[src/rtl/lut_eval_pkg.sv]
// Shared types and sizing helpers for the LUT evaluator.
// Latency: n/a (declarations only).
// Backpressure: n/a.
package lut_eval_pkg;

    // Controller states: EMPTY until the first commit, SCAN while statistics
    // are being rebuilt, RUN while lookups are served.
    typedef enum logic [1:0] {
        EMPTY = 2'd0,
        SCAN  = 2'd1,
        RUN   = 2'd2
    } state_t;

    // Number of WORD_W-bit words that make up a 2**n_in-entry truth table.
    function automatic int word_count(input int n_in, input int word_w);
        return (2 ** n_in) / word_w;
    endfunction

    // Word-index width; a single-word table still gets a 1-bit address.
    function automatic int addr_width(input int n_words);
        return (n_words > 1) ? $clog2(n_words) : 1;
    endfunction

endpackage

[src/rtl/lut_word_popcnt.sv]
// Counts the ones in one truth-table word.
// Latency: combinational, 0 cycles.
// Backpressure: none (pure function of the input word).
//
// Ports: word - WORD_W-bit slice of the active table; cnt - number of set bits.
module lut_word_popcnt #(
    parameter int WORD_W = 8
) (
    input  logic [WORD_W-1:0]             word,
    output logic [$clog2(WORD_W+1)-1:0]   cnt
);

    localparam int CW = $clog2(WORD_W + 1);

    always_comb begin
        cnt = '0;
        for (int i = 0; i < WORD_W; i++) begin
            cnt = cnt + CW'(word[i]);
        end
    end

endmodule

[src/rtl/lut_eval.sv]
// Programmable N_IN-input boolean function: shadow/active truth tables, lookup pipe.
// Latency: 1 cycle from accepted in_vec to out_valid/out_bit; one result per cycle.
// Backpressure: in_ready drops while a result is stalled (out_valid && !out_ready) or outside RUN.
//
// Ports: cfg_we/cfg_addr/cfg_wdata write the shadow table one word at a time;
//        cfg_commit copies shadow to active and starts SCAN (busy high).
//        in_valid/in_ready/in_vec request a lookup; out_valid/out_ready/out_bit return it.
//        minterm_cnt/const_flag describe the active table.
// Build option: LUT_EVAL_STATS_EN enables the word-per-cycle popcount scan
//        (minterm_cnt, const_flag); without it SCAN lasts one cycle and both read 0.
module lut_eval
    import lut_eval_pkg::*;
#(
    parameter int N_IN   = 5,
    parameter int WORD_W = 8
) (
    input  logic                                          clk,
    input  logic                                          rst_n,
    input  logic                                          cfg_we,
    input  logic [addr_width(word_count(N_IN, WORD_W))-1:0] cfg_addr,
    input  logic [WORD_W-1:0]                             cfg_wdata,
    input  logic                                          cfg_commit,
    output logic                                          busy,
    input  logic                                          in_valid,
    output logic                                          in_ready,
    input  logic [N_IN-1:0]                               in_vec,
    output logic                                          out_valid,
    input  logic                                          out_ready,
    output logic                                          out_bit,
    output logic [N_IN:0]                                 minterm_cnt,
    output logic                                          const_flag
);

    localparam int N_WORDS = word_count(N_IN, WORD_W);
    localparam int AW      = addr_width(N_WORDS);
    localparam int TBL     = 2 ** N_IN;

    state_t           state;
    logic [TBL-1:0]   shadow;
    logic [TBL-1:0]   shadow_nxt;
    logic [TBL-1:0]   active;
    logic             accept;
    logic             scan_done;

    assign busy     = (state == SCAN);
    assign in_ready = (state == RUN) && (!out_valid || out_ready);
    assign accept   = in_valid && in_ready;

    // Shadow with this cycle's write applied, so a commit in the same cycle
    // picks up the word being written. Writes are dropped during SCAN.
    always_comb begin
        shadow_nxt = shadow;
        if (cfg_we && (state != SCAN) && (int'(cfg_addr) < N_WORDS)) begin
            shadow_nxt[int'(cfg_addr)*WORD_W +: WORD_W] = cfg_wdata;
        end
    end

    always_ff @(posedge clk or negedge rst_n) begin
        if (!rst_n) begin
            state  <= EMPTY;
            shadow <= '0;
            active <= '0;
        end else begin
            shadow <= shadow_nxt;
            case (state)
                EMPTY, RUN: begin
                    if (cfg_commit) begin
                        active <= shadow_nxt;
                        state  <= SCAN;
                    end
                end
                SCAN: begin
                    if (scan_done) begin
                        state <= RUN;
                    end
                end
                default: state <= EMPTY;
            endcase
        end
    end

`ifdef LUT_EVAL_STATS_EN
    localparam int PCW = $clog2(WORD_W + 1);

    logic [AW-1:0]     scan_idx;
    logic [N_IN:0]     scan_acc;
    logic [N_IN:0]     scan_sum;
    logic [N_IN:0]     cnt_q;
    logic              const_q;
    logic [WORD_W-1:0] scan_word;
    logic [PCW-1:0]    word_pc;

    always_comb begin
        scan_word = active[int'(scan_idx)*WORD_W +: WORD_W];
    end

    lut_word_popcnt #(
        .WORD_W (WORD_W)
    ) u_popcnt (
        .word (scan_word),
        .cnt  (word_pc)
    );

    assign scan_sum  = scan_acc + (N_IN+1)'(word_pc);
    assign scan_done = (scan_idx == AW'(N_WORDS - 1));

    // Published statistics only change on the SCAN-to-RUN edge; the
    // accumulator is private to the scan.
    always_ff @(posedge clk or negedge rst_n) begin
        if (!rst_n) begin
            scan_idx <= '0;
            scan_acc <= '0;
            cnt_q    <= '0;
            const_q  <= 1'b0;
        end else if (state == SCAN) begin
            scan_idx <= scan_idx + AW'(1);
            scan_acc <= scan_sum;
            if (scan_done) begin
                cnt_q   <= scan_sum;
                const_q <= (scan_sum == '0) || (scan_sum == (N_IN+1)'(TBL));
            end
        end else if (cfg_commit) begin
            scan_idx <= '0;
            scan_acc <= '0;
        end
    end

    assign minterm_cnt = cnt_q;
    assign const_flag  = const_q;
`else
    assign scan_done   = 1'b1;
    assign minterm_cnt = '0;
    assign const_flag  = 1'b0;
`endif

    // Result register: loads on accept (using the table active before any
    // same-edge commit), holds under backpressure, clears once consumed.
    always_ff @(posedge clk or negedge rst_n) begin
        if (!rst_n) begin
            out_valid <= 1'b0;
            out_bit   <= 1'b0;
        end else if (accept) begin
            out_valid <= 1'b1;
            out_bit   <= active[in_vec];
        end else if (out_ready) begin
            out_valid <= 1'b0;
        end
    end

endmodule

[config.mk]
export PLATFORM = sky130hd
export DESIGN_NAME = lut_eval
export DESIGN_NICKNAME = d
export VERILOG_FILES = /design/src/rtl/lut_eval_pkg.sv /design/src/rtl/lut_word_popcnt.sv /design/src/rtl/lut_eval.sv
export SDC_FILE = /design/constraint.sdc
export NUM_CORES = 1
export LEC_CHECK = 0
export BUFFER_PORTS_ARGS = -buffer_cell sky130_fd_sc_hd__clkbuf_2
export CAP_MARGIN = 25
export CORE_UTILIZATION = 40
export CTS_CLUSTER_DIAMETER = 60
export DETAILED_ROUTE_END_ITERATION = 8
export PLACE_DENSITY = 0.6
export SKIP_CTS_REPAIR_TIMING = 1
export SLEW_MARGIN = 20
export SYNTH_ARGS = -nofsm -noshare
export SYNTH_HDL_FRONTEND = slang
export SYNTH_SLANG_ARGS = --single-unit
[constraint.sdc]
create_clock -name clk -period 2.37 [get_ports clk]
set_clock_uncertainty 0.15 [all_clocks]
set_input_delay 0.474 -clock clk [delete_from_list [all_inputs] [get_ports clk]]
set_output_delay 0.474 -clock clk [all_outputs]
set_load 0.02 [all_outputs]
==> results.txt <==
The HPWL after detailed placement is 4788 um. The run finished, with violations left. Of all flip-flops after synthesis, the portion carrying an async set or reset was 100.0%.

The later pin in the worst-skew pair is clocked with a latency of 0.35 ns. The tree built by TritonCTS fans out to 68 sinks. Data arrives at the worst endpoint at 1.31 ns.

Yosys printed 0 warnings. The run gives 1.789 nW as the leakage power total. Standard-cell row count: 31. The final count of hold timing violations is 29, and the count of distinct cell types in the synthesized netlist is 39. Global routing consumed, over all layers together, 18.15% of the routing resources. After the flow finishes, the layout carries non-filler instances totaling 424.

For the finished layout, the period the worst path requires is 1.936 ns. For the number of buffers added by the clock tree synthesis step, the log shows 9. The wire length of the first global-routing pass is 11260 um, and the number of vias per cell after detailed routing is 5.219. Setup repair after global routing left no endpoint under its margin. Critical path capture point type: a primary output. The cell area that synthesis handed to floorplanning was 3110 um2. Buffers placed on the I/O ports in this run total 24. The logs give 60.95% for the worst slew margin relative to its limit and 0 for the number of max-slew violations in the final report.

Measured along the y axis, the die boundary spans 90.18 um. The logs give 0 for the count of inserted antenna diode cells and 0 for the number of nets with antenna violations after routing. Entering global routing, the biggest net connects 69 pins. Once the floorplan was initialized, standard cells occupied 42.21% of the core. The number of flip-flops and latches in the synthesized netlist was 68; the storage element area was 1702 um2.

Yosys mapped a number of flops with a built-in enable equal to 0. The number of global-route vias before repair is 2166, and the worst voltage drop across the vdd grid is 0.0002751 V. The total negative setup slack is 0 ns, and the total vias in the final route is 2213. Wires add up to 6735 um. The count of max-cap constraint violations is 0. The buffer levels on the longest clock path is 2, and the I/O pin count is 32. The most instantiated flip-flop cell in the synthesis netlist is sky130_fd_sc_hd__dfrtp_1.

The core region is 7370 um2. TritonCTS built the clock tree. The count of final setup violators came out at 0. The critical path is of the register to primary output type. After detailed routing, the number of remaining DRC violations is 0. The signed area change from the synthesized netlist to the final layout works out to 14.52%.

The tools report the root cell of the clock tree as sky130_fd_sc_hd__clkbuf_8. Startpoint type of the worst setup path: a register. The final clock period utilization by the worst path is 81.68%, and the fraction of layout cells with a size suffix above 1 is 22.46%. The detailed-routing iteration count for the pre-antenna-repair pass is 5, and the endpoint required time on the critical path is 1.75 ns. Clock-pin slew was measured on the worst setup and hold paths at 0.07 ns. The violation count after the first detailed-routing iteration came out at 113. The tightest min-delay check is of the primary input to asynchronous set/reset pin type.

The area of the die is 8132 um2, and the width of the die is 90.18 um. Along the worst path, the maximum fanout reaches 3. The final-stage net count is 346. The checks that failed: negative hold slack. The H-tree depth came out at 3. Dividing total power by cell area gives a power density of 731.4 nW/um2.

The run gives 715 as the layout filler cell count. The final hold slack is -0.01708 ns, and the final weighted congestion in routability-driven placement is 0.7923. After detailed placement, the design holds a cell count of 408. Instance count of the mapped netlist: 287. The logs give 0 for the initial antenna violation count and 0 for the global route total overflow. Dividing the detail-routed wire length by the instance count gives 15.88 um. The average cell area after synthesis works out to 10.84 um2. Leaving out fill and tap cells, the most frequent cell in the layout is sky130_fd_sc_hd__dfrtp_1.

In the layout the commonest cells are 68 x sky130_fd_sc_hd__dfrtp_1, 40 x sky130_fd_sc_hd__nand2_1, 23 x sky130_fd_sc_hd__clkbuf_2, 18 x sky130_fd_sc_hd__nor2_1, 17 x sky130_fd_sc_hd__a31oi_1. The multi-input combinational cells in the finished layout cover a total of 1269 um2. For this run, the register share of the synthesized area comes to 54.71%. The transition time at the pin with the least slew margin is 0.5845 ns, and the peak clock frequency supported by timing is 0.5166 GHz.
-- worst paths after layout --
check                      slack [ns]  depth (start not counted)       start         end
hold / removal                  -0.02                          2       rst_n  shadow[31]
min in group clk                 0.21                          2  cfg_commit    state[1]
setup / recovery                 0.43                          3    state[0]    in_ready
setup reg to reg                 0.60                          5    state[0]  active[19]
hold reg to reg                  0.31                          2  shadow[30]  shadow[30]
max in group asynchronous        1.80                          2       rst_n  active[23]
-- kinds of logic after synthesis --
family          synth area share [%]
compound gates                 9.171
fa+ha+maj                      2.011
buf+inv                        5.471
flops                          54.71
mux                            11.42
other cells                   0.1206
simple gates                   17.10
-- cell type report --
| type | instances | area share, % |
|---|---|---|
| Clock inverter | 5 | 1.475 |
| Tap cell | 99 | 3.477 |
| Multi-Input combinational cell | 193 | 35.62 |
| Sequential cell | 68 | 47.77 |
| Timing Repair Buffer | 37 | 6.814 |
| Clock buffer | 11 | 3.688 |
| Inverter | 11 | 1.159 |
-- synth_stat cells (all sizes together) (2+ instances only) --
cell type   n  share of area (%)
nand2      40                4.8
ha          5                2.0
mux2       17                6.3
nand4      16                3.2
clkbuf      6               0.72
mux2i      16                5.1
nor2       18                2.2
nor2b       3               0.60
o21ai       8                1.3
a22o        7                2.0
nor3        2               0.84
buf        15                3.4
nor3b       2               0.64
inv        11                1.3
a22oi       2               0.48
a31oi      17                3.4
dfrtp      68                 55
and3        4               0.80
and2        2               0.40
a21oi       6               0.97
nand3      11                1.9
nand2b      4                1.0
-- power by group --
part | internal [mW] | switching, mW | total (mW)
Sequential | 1.27 | 0.0488 | 1.32
Clock | 0.481 | 0.429 | 0.909
Combinational | 0.152 | 0.227 | 0.379
-- stage by stage --
| stage | instance area, um2 | utilization, % | power, mW | worst slack [ns] |
|---|---|---|---|---|
| final | 3562 | 48.34 | 2.606 | 0.4343 |
| after global routing | 3562 | 48.34 | 2.731 | 0.3313 |
| after CTS | 3562 | 48.34 | 2.630 | 0.4263 |
| after detailed placement | 3378 | 45.84 | 1.722 | 0.09622 |
| after global placement | 3378 | 45.84 | 1.712 | 0.1589 |
| after floorplan | 3133 | - | 1.579 | 0.3241 |
-- worst max-delay path, stage by stage, from the launching register on --
cell and delay, ns:
sky130_fd_sc_hd__dfrtp_1 0.44, sky130_fd_sc_hd__nand2b_1 0.18, sky130_fd_sc_hd__a21oi_1 0.15, sky130_fd_sc_hd__clkbuf_2 0.20
-- flip-flops by register name, summed over array words and instances (netlist names) --
signal,count
out_bit,1
active,32
shadow,32
state,2
out_valid,1
-- metal layers --
metal | up-vias | GRT usage [%] | share of wire [%] | routed length [um]
met3 | 9 | 3.469 | 4.8 | 324
met4 | 0 | 8.871 | 1.6 | 110
met5 | - | 0 | 0 | 0
li1 | 1065 | - | - | -
met1 | 1085 | 25.47 | 48 | 3242
met2 | 54 | 26.91 | 45 | 3058
Note: power is estimated with default switching activity, not from simulation.
